<file path="config.mk">
export PLATFORM = sky130hd
export DESIGN_NAME = mem_wr_packer_flat
export DESIGN_NICKNAME = d
export VERILOG_FILES = /design/src/rtl/mem_wr_packer_if.sv /design/src/rtl/mem_wr_packer.sv /design/src/flat_wrapper.sv
export SDC_FILE = /design/constraint.sdc
export NUM_CORES = 1
export LEC_CHECK = 0
export CORE_MARGIN = 3
export CORE_UTILIZATION = 45
export CTS_CLUSTER_SIZE = 40
export DETAILED_ROUTE_END_ITERATION = 10
export PLACE_DENSITY = 0.71
export SLEW_MARGIN = 5
export SYNTH_ARGS = -nofsm -noshare
export SYNTH_HDL_FRONTEND = slang
export SYNTH_SLANG_ARGS = --single-unit
</file>
<file path="constraint.sdc">
create_clock -name clk -period 3.1 [get_ports clk]
set_input_delay 0.93 -clock clk [delete_from_list [all_inputs] [get_ports clk]]
set_output_delay 0.93 -clock clk [all_outputs]
set_load 0.01 [all_outputs]
</file>
<file path="src/rtl/mem_wr_packer_if.sv">
// rtl/mem_wr_packer_if.sv - byte-stream in / word-write out bundle for mem_wr_packer
//
// Purpose: groups the load control, the upstream byte stream and the
// memory write port of mem_wr_packer into one interface.
//
// Signals:
//   start     load start pulse                          (master -> slave)
//   in_valid  byte stream valid                         (master -> slave)
//   in_data   byte stream data, 8 bits                  (master -> slave)
//   in_last   marks the final byte of the load          (master -> slave)
//   in_ready  packer accepts a byte this cycle          (slave -> master)
//   wen       one-cycle write strobe                    (slave -> master)
//   waddr     16-bit word address                       (slave -> master)
//   wdata     64-bit word data                          (slave -> master)
//   done      load complete, level                      (slave -> master)
//   word_cnt  17-bit count of words written this load   (slave -> master)
//
// Modports: slave is the packer's view, master is the view of whatever
// drives the byte stream and observes the memory port.

interface mem_wr_packer_if;
  logic        start;
  logic        in_valid;
  logic        in_ready;
  logic [7:0]  in_data;
  logic        in_last;
  logic        wen;
  logic [15:0] waddr;
  logic [63:0] wdata;
  logic        done;
  logic [16:0] word_cnt;

  modport master (
    output start, in_valid, in_data, in_last,
    input  in_ready, wen, waddr, wdata, done, word_cnt
  );

  modport slave (
    input  start, in_valid, in_data, in_last,
    output in_ready, wen, waddr, wdata, done, word_cnt
  );
endinterface

</file>
<file path="src/rtl/mem_wr_packer.sv">
// rtl/mem_wr_packer.sv - packs an 8-bit byte stream into 64-bit memory word writes
//
// Purpose: after a start pulse, accepts bytes from an upstream valid/ready
// stream, packs eight of them MSB-first into a 64-bit word and writes each
// word to consecutive addresses of a 64K x 64 memory, beginning at
// BASE_ADDR. A load ends after NUM_WORDS words or when a byte flagged
// in_last has been taken; done then stays high until the next start.
//
// Parameters:
//   BASE_ADDR  first word address of each load (16 bits)
//   NUM_WORDS  words per load, 1..65536 (17 bits)
//
// Ports:
//   clk    rising-edge clock, the only clock
//   rst_n  asynchronous active-low reset
//   bus    mem_wr_packer_if.slave: start, in_valid/in_ready/in_data/in_last,
//          wen/waddr/wdata, done, word_cnt
//
// Configuration macro MEM_WR_PACKER_PAD_EN:
//   defined   - a partial word ended by in_last is written with its unfilled
//               low bytes zero, and the load then completes
//   undefined - such a partial word is dropped without a write and the load
//               completes; word_cnt does not count it

module mem_wr_packer #(
  parameter logic [15:0] BASE_ADDR = 16'h0000,
  parameter logic [16:0] NUM_WORDS = 17'd65536
) (
  input  logic             clk,
  input  logic             rst_n,
  mem_wr_packer_if.slave   bus
);

  typedef enum logic [1:0] {
    IDLE  = 2'd0,
    FILL  = 2'd1,
    WRITE = 2'd2,
    DONE  = 2'd3
  } state_t;

  state_t      state_q,    state_d;
  logic [2:0]  byte_idx_q, byte_idx_d;   // slot of the next byte in the word
  logic [63:0] pack_q,     pack_d;       // word being assembled
  logic [15:0] addr_q,     addr_d;       // address the next write goes to
  logic [15:0] waddr_q,    waddr_d;      // address of the most recent write
  logic [16:0] word_cnt_q, word_cnt_d;
  logic        last_q,     last_d;       // word in pack_q ends the load

  logic [16:0] word_cnt_inc;
  logic [63:0] byte_placed;

  assign word_cnt_inc = word_cnt_q + 17'd1;

  // Byte k lands in bits [63-8k -: 8]: shift a top-aligned byte right by 8k.
  assign byte_placed = {bus.in_data, 56'd0} >> {byte_idx_q, 3'b000};

  always_ff @(posedge clk or negedge rst_n) begin
    if (!rst_n) begin
      state_q    <= IDLE;
      byte_idx_q <= 3'd0;
      pack_q     <= 64'd0;
      addr_q     <= BASE_ADDR;
      waddr_q    <= BASE_ADDR;
      word_cnt_q <= 17'd0;
      last_q     <= 1'b0;
    end else begin
      state_q    <= state_d;
      byte_idx_q <= byte_idx_d;
      pack_q     <= pack_d;
      addr_q     <= addr_d;
      waddr_q    <= waddr_d;
      word_cnt_q <= word_cnt_d;
      last_q     <= last_d;
    end
  end

  always_comb begin
    state_d    = state_q;
    byte_idx_d = byte_idx_q;
    pack_d     = pack_q;
    addr_d     = addr_q;
    waddr_d    = waddr_q;
    word_cnt_d = word_cnt_q;
    last_d     = last_q;

    case (state_q)
      IDLE, DONE: begin
        // waddr_q keeps showing the last written address across loads.
        if (bus.start) begin
          state_d    = FILL;
          byte_idx_d = 3'd0;
          pack_d     = 64'd0;
          addr_d     = BASE_ADDR;
          word_cnt_d = 17'd0;
          last_d     = 1'b0;
        end
      end

      FILL: begin
        // start is deliberately not looked at here.
        if (bus.in_valid) begin
          // pack_q is cleared at the start of every word, so OR-ing is
          // enough and any unfilled low bytes stay zero.
          pack_d     = pack_q | byte_placed;
          byte_idx_d = byte_idx_q + 3'd1;
          last_d     = bus.in_last;
          if (byte_idx_q == 3'd7) begin
            state_d = WRITE;
          end else if (bus.in_last) begin
`ifdef MEM_WR_PACKER_PAD_EN
            state_d = WRITE;
`else
            state_d = DONE;
            pack_d  = 64'd0;
`endif
          end
        end
      end

      WRITE: begin
        waddr_d    = addr_q;
        addr_d     = addr_q + 16'd1;   // natural wrap 0xFFFF -> 0x0000
        word_cnt_d = word_cnt_inc;
        pack_d     = 64'd0;
        byte_idx_d = 3'd0;
        // A start seen here is dropped; the load still finishes normally.
        if ((word_cnt_inc == NUM_WORDS) || last_q) begin
          state_d = DONE;
        end else begin
          state_d = FILL;
        end
      end

      default: begin
        state_d = IDLE;
      end
    endcase
  end

  // All outputs decode registered state, so reset reaches them at once.
  assign bus.in_ready = (state_q == FILL);
  assign bus.wen      = (state_q == WRITE);
  assign bus.waddr    = (state_q == WRITE) ? addr_q : waddr_q;
  assign bus.wdata    = (state_q == WRITE) ? pack_q : 64'd0;
  assign bus.done     = (state_q == DONE);
  assign bus.word_cnt = word_cnt_q;

endmodule

</file>
<file path="src/flat_wrapper.sv">
// flat-port wrapper written by rule: the top's interface ports become plain ports
module mem_wr_packer_flat 
#(
  parameter logic [15:0] BASE_ADDR = 16'h0000,
  parameter logic [16:0] NUM_WORDS = 17'd65536
)
  (clk, rst_n, bus_start, bus_in_valid, bus_in_data, bus_in_last, bus_in_ready, bus_wen, bus_waddr, bus_wdata, bus_done, bus_word_cnt);
  mem_wr_packer_if bus_i ();
  input  logic clk;
  input  logic rst_n;
  input wire logic [$bits(bus_i.start)-1:0] bus_start;
  input wire logic [$bits(bus_i.in_valid)-1:0] bus_in_valid;
  input wire logic [$bits(bus_i.in_data)-1:0] bus_in_data;
  input wire logic [$bits(bus_i.in_last)-1:0] bus_in_last;
  output wire logic [$bits(bus_i.in_ready)-1:0] bus_in_ready;
  output wire logic [$bits(bus_i.wen)-1:0] bus_wen;
  output wire logic [$bits(bus_i.waddr)-1:0] bus_waddr;
  output wire logic [$bits(bus_i.wdata)-1:0] bus_wdata;
  output wire logic [$bits(bus_i.done)-1:0] bus_done;
  output wire logic [$bits(bus_i.word_cnt)-1:0] bus_word_cnt;
  assign bus_i.start = bus_start;
  assign bus_i.in_valid = bus_in_valid;
  assign bus_i.in_data = bus_in_data;
  assign bus_i.in_last = bus_in_last;
  assign bus_in_ready = bus_i.in_ready;
  assign bus_wen = bus_i.wen;
  assign bus_waddr = bus_i.waddr;
  assign bus_wdata = bus_i.wdata;
  assign bus_done = bus_i.done;
  assign bus_word_cnt = bus_i.word_cnt;
  mem_wr_packer #(.BASE_ADDR(BASE_ADDR), .NUM_WORDS(NUM_WORDS)) u_core (.clk(clk), .rst_n(rst_n), .bus(bus_i));
endmodule
</file>
Word level (Yosys, flattened, before mapping)
Index checks and enable logic that the tools add are counted.
{ "classes": {"n_addsub": 3, "eq_ne": 8, "shift": 1, "muxes": 23, "bitwise_logic": 1, "n_reduce_logical": 9} }
{ "op_table": {"columns": ["operator", "n"], "rows": [
  ["$mux 64", 5],
  ["$pmux 64 s3", 1],
  ["$or 64x64->64", 1],
  ["$shr 64x6->64", 1],
  ["$pmux 17 s2", 1],
  ["$mux 16", 2],
  ["$pmux 16 s2", 1],
  ["$add 17x1->17 const B", 1],
  ["$eq 17x17->1 const B", 1],
  ["$mux 17", 1],
  ["$add 16x1->16 const B", 1],
  ["$mux 2", 5],
  ["$pmux 3 s3", 1],
  ["$mux 3", 2],
  ["$pmux 2 s3", 1],
  ["$reduce_and 3->1", 2],
  ["$eq 2x2->1 const B", 2],
  ["$ne 2x2->1 const B", 2],
  ["$reduce_and 2->1", 2],
  ["$reduce_bool 2->1", 2],
  ["$add 3x1->3 const B", 1],
  ["$eq 3x3->1 const B", 1],
  ["$ne 3x2->1 const B", 1],
  ["$eq 2x1->1 const B", 1],
  ["other kinds (5)", 6]
]} }
{ "word_totals": {"register_bits": 119, "input_bits": 13, "output_inout_bits": 100} }

Longest topological paths before layout
{ "depth": {"ltp_word": 6, "depth_mapped": 9} }

Worst setup path after synthesis
Ideal clock, no wire load.
{ "synth_path": {"path_kind": "reg2out", "startpoint": "register u_core.state_q[0]", "endpoint": "output bus_waddr[10]", "arrival_ps": 1811, "required_time_ps": 2170, "path_slack_ps": 359, "stages_incl_launch_ff": 7, "path_cell_list": "dfrtp_1 inv_1 ha_1 clkbuf_1 clkbuf_1 buf_1 mux2_2"} }
{ "synth_between": {"elab_chain_len": 2} }
{ "synth_rtl": {"columns": ["item", "line", "rtl"], "rows": [
  ["start, declared", "mem_wr_packer.sv:41", "state_t state_q, state_d;"],
  ["start signal, assigned", "mem_wr_packer.sv:67", "state_q <= state_d;"],
  ["$eq 2x2->1", null, null],
  ["via bus_wen", "flat_wrapper.sv:16", "output wire logic [$bits(bus_i.wen)-1:0] bus_wen;"],
  ["$mux 16", "mem_wr_packer.sv:143", "assign bus.waddr = (state_q == WRITE) ? addr_q : waddr_q;"],
  ["end, declared", "flat_wrapper.sv:17", "output wire logic [$bits(bus_i.waddr)-1:0] bus_waddr;"]
]} }
The timed path passes the listed nets, and every way through them passes these cells.

Worst setup path after layout
{ "layout_path": {"startpoint": "register u_core.state_q[0]", "endpoint": "output bus_waddr[3]"} }
{ "layout_between": {"elab_chain_len": 2} }
{ "layout_rtl": {"columns": ["item", "line"], "rows": [
  ["$eq 2x2->1", "mem_wr_packer.sv:143"],
  ["$mux 16", "mem_wr_packer.sv:143"]
]} }
No other way between the ends.

==> qor.csv <==
metric,value,unit
fin crit period,3.006,ns
fmax,0.3327,GHz
worst-margin pin slew,0.9031,ns
Post-Place Cell Area,6880,um^2
"EDFF count, synth",0,
synth top area cells,"dfrtp_1 54%, and2_1 7.4%, nor2_1 6.8%",
drt total wl,13490,um
Final Max Tran Viols,0,
Internal,0.003464,W
Met2 Wirelength,6492,um
post-route setup slack,0.09408,ns
CP max FO,12,
leak pwr,3.411,nW
Sw Ratio,33.14,%
initial antenna violation count,0,
Post-Route Skew,0.007366,ns
Yosys top cell by area,dfrtp_1,
Placeable Area,11760,um^2
Worst Path Required,2.17,ns
"Worst Path Class, Setup",register to output pin,
H-tree lvl count,4,
GR Util All Layers,20.77,%
Starting Density,47.25,%
P per Cell Area,687.5,nW/um^2
Clk network pwr share,37.6,%
Cells after Synth,584,
post-layout instance area,7536,um^2
vias per cell,5.223,
critical path startpoint category,register,
sequential share of power,36.4,%
hold crit path type,register to register,
Via Count,4549,
FP Rows,39,
CP Capture Type,output pin,
CP max stage cell,clkdlybuf4s50_1,
Post-Syn Area,5557,um^2
metal3 WL,732,um
Synth cell types,44,
CTS Buf Count,17,
Async SR Flop Fraction,100.0,%
# clock sinks,119,
Die Wd,117.1,um
post-route core utilization,64.08,%
I/O pins,113,
Fin Setup TNS,0,ns
"Hold Vio Cnt, Final",0,
Area Growth Syn to Fin,35.62,%
first-pass GRT wire length,22300,um
total congestion overflow,0,
CP startpoint,u_core.state_q[0]$_DFFE_PN0P_,
Slew headroom,39.33,%
Iter 0 DRT Violations,278,
final-report setup violation count,0,
clock latency at the later pin of the worst-skew pair,0.41,ns
WL met1,6158,um
highest metal used,met4,
#FFs+latches synth,119,
max incr delay on CP,0.48,ns
max_cap viols,0,
largest net degree at the start of global routing,120,
synthesized net count,604,
layout cells sized above 1,10.61,%
Yosys warnings,0,
Syn Area/Cell,9.515,um^2
DIE HEIGHT,117.1,um
clk root buf,clkbuf_16,
WL per Instance,15.49,um
Comb pwr share,26.0,%
CTS tree,done,
area of the die,13720,um^2
worst vdd ir,444.6,uV
IO buf count,112,
Longest Clk Path Bufs,2,
ys flop type,dfrtp_1,
"Seq/Total Area, Yosys",53.59,%
Critical R2R Launch,u_core.state_q[0]$_DFFE_PN0P_,
Hold Crit Start,u_core.pack_q[31]$_DFFE_PN0P_,
routability cong.,0.8383,
hold_buf cts,0,
Post-Place Worst Slack,0.1042,ns
"antenna viol nets, final",0,
unrepaired setup endpoints after global routing,false,
Sw Pwr,0.001717,W
First-pass DRT Iterations,4,
Antenna Cells,0,
worst-path cell chain,inv_1 -> ha_4 -> buf_8 -> mux2_2 -> clkdlybuf4s50_1,
Remaining DRCs,0,
Worst-path clk slew,0.05,ns
status,finished clean,
HPWL Detailed,8877,um
Final #Nets,714,
top cell type's share of synthesized area,53.59,%
vias in the first global route,4363,
final hold slack,0.4859,ns
period utilization,96.97,%
Critical Path AT,2.08,ns
==> worst max-delay path: cells and delay by family, from the launching register on <==
| kind | cells | cell delay, ns |
|---|---|---|
| fa+ha+maj | 1 | 0.19 |
| buf+inv | 3 | 0.74 |
| flops | 1 | 0.39 |
| mux | 1 | 0.35 |
==> stage by stage <==
step	std cells	total power (W)
6_report	871	0.005181
5_1_grt	871	0.005476
4_1_cts	870	0.005209
3_5_place_dp	836	0.003200
3_3_place_gp	836	0.003156
2_1_floorplan	584	0.002691
==> repair_timing <==
action,4_1_cts,5_1_grt
gates resized for setup,2,5
setup buffers,2,1
pin swaps,0,0
setup endpoints to repair,80,7
==> cell usage after synthesis, types with 2 or more instances <==
cell type  instances
mux2i_1            2
buf_1             11
a31oi_1            3
a21oi_1           72
o21ai_1            3
o211ai_1           2
inv_1              7
xnor2_1            6
buf_2              5
nand3_1           12
and4_1             3
nor3_1            12
o21a_1             2
nor2_1           100
o31ai_1            2
a22o_1             2
o21ai_0           34
xor2_1            14
nor4_1             2
nand2b_1           4
mux2_2            16
dfrtp_1          119
nand2_1           32
clkbuf_1          20
and3_1             3
nand4_1            6
and2_1            66
a2111oi_0          2
ha_1               7
==> routing by layer <==
metal	up-vias	track usage, %
met4	0	5.199
met2	131	33.07
met1	2214	29.10
li1	2193	-
met3	11	4.730
met5	-	0
==> layout make-up <==
class	instances	area [um^2]
Inverter	7	26.28
Timing Repair Buffer	128	1306
Tap cell	164	205.2
Multi-Input combinational cell	421	2427
Sequential cell	119	2978
Clock buffer	17	425.4
Clock inverter	15	167.7
Fill cell	970	4224
==> path summary, 6_finish.rpt <==
path | depth (start not counted) | endpoint | slack (ns)
setup / recovery | 5 | bus_waddr[3] | 0.09
hold / removal | 2 | u_core.pack_q[31]$_DFFE_PN0P_ | 0.49
setup reg to reg | 7 | u_core.pack_q[40]$_DFFE_PN0P_ | 0.75
hold reg to reg | 2 | u_core.pack_q[31]$_DFFE_PN0P_ | 0.49
max in group asynchronous | 2 | u_core.state_q[1]$_DFFE_PN0P_ | 1.99
min in group asynchronous | 2 | u_core.pack_q[37]$_DFFE_PN0P_ | 0.57
==> sequential cells by signal (all words and copies together), names as in the netlist <==
signal / count
u_core.bus.word_cnt: 17
u_core.addr_q: 16
u_core.pack_q: 64
u_core.last_q: 1
u_core.byte_idx_q: 3
u_core.state_q: 2
u_core.waddr_q: 16
==> power groups by stage <==
stage | clock (W) | combinational, W | sequential (W)
6_report | 0.00195 | 0.00134 | 0.00189
5_1_grt | 0.00207 | 0.00150 | 0.00191
4_1_cts | 0.00199 | 0.00134 | 0.00188
3_5_place_dp | 0 | 0.00129 | 0.00191
3_3_place_gp | 0 | 0.00126 | 0.00190
2_1_floorplan | 0 | 0.000821 | 0.00187
==> cells in the final DEF (no fill, tap or decap), types with 2 or more instances in the layout <==
cell / n
inv_8: 2
a2111oi_0: 2
inv_6: 4
mux2_2: 16
clkbuf_16: 17
and4_1: 3
nor2_1: 100
inv_1: 7
dlymetal6s2s_1: 4
dfrtp_1: 119
buf_4: 12
o21ai_1: 3
clkinv_4: 2
xor2_1: 14
o21ai_0: 34
nand2_1: 32
a22o_1: 2
o31ai_1: 2
and2_1: 66
buf_12: 4
and3_1: 3
nand2b_1: 4
bufinv_16: 2
o211ai_1: 2
clkdlybuf4s50_1: 107
ha_1: 6
nand4_1: 6
o21a_1: 2
nand3_1: 12
nor4_1: 2
xnor2_1: 6
nor3_1: 12
clkinvlp_4: 3
a21oi_1: 72
clkinv_2: 2
a31oi_1: 3
==> cell families after synthesis <==
group / after synthesis / share of synthesized area, %
DFF: 119 / 53.59
and+or+nand+nor: 250 / 22.65
buffers and inverters: 44 / 3.152
adders and majority gates: 7 / 1.576
muxes: 18 / 3.603
xor gates and xnor gates: 20 / 3.152
AOI/OAI and AO/OA: 126 / 12.27
No activity file was read; power rests on OpenSTA's default activity.
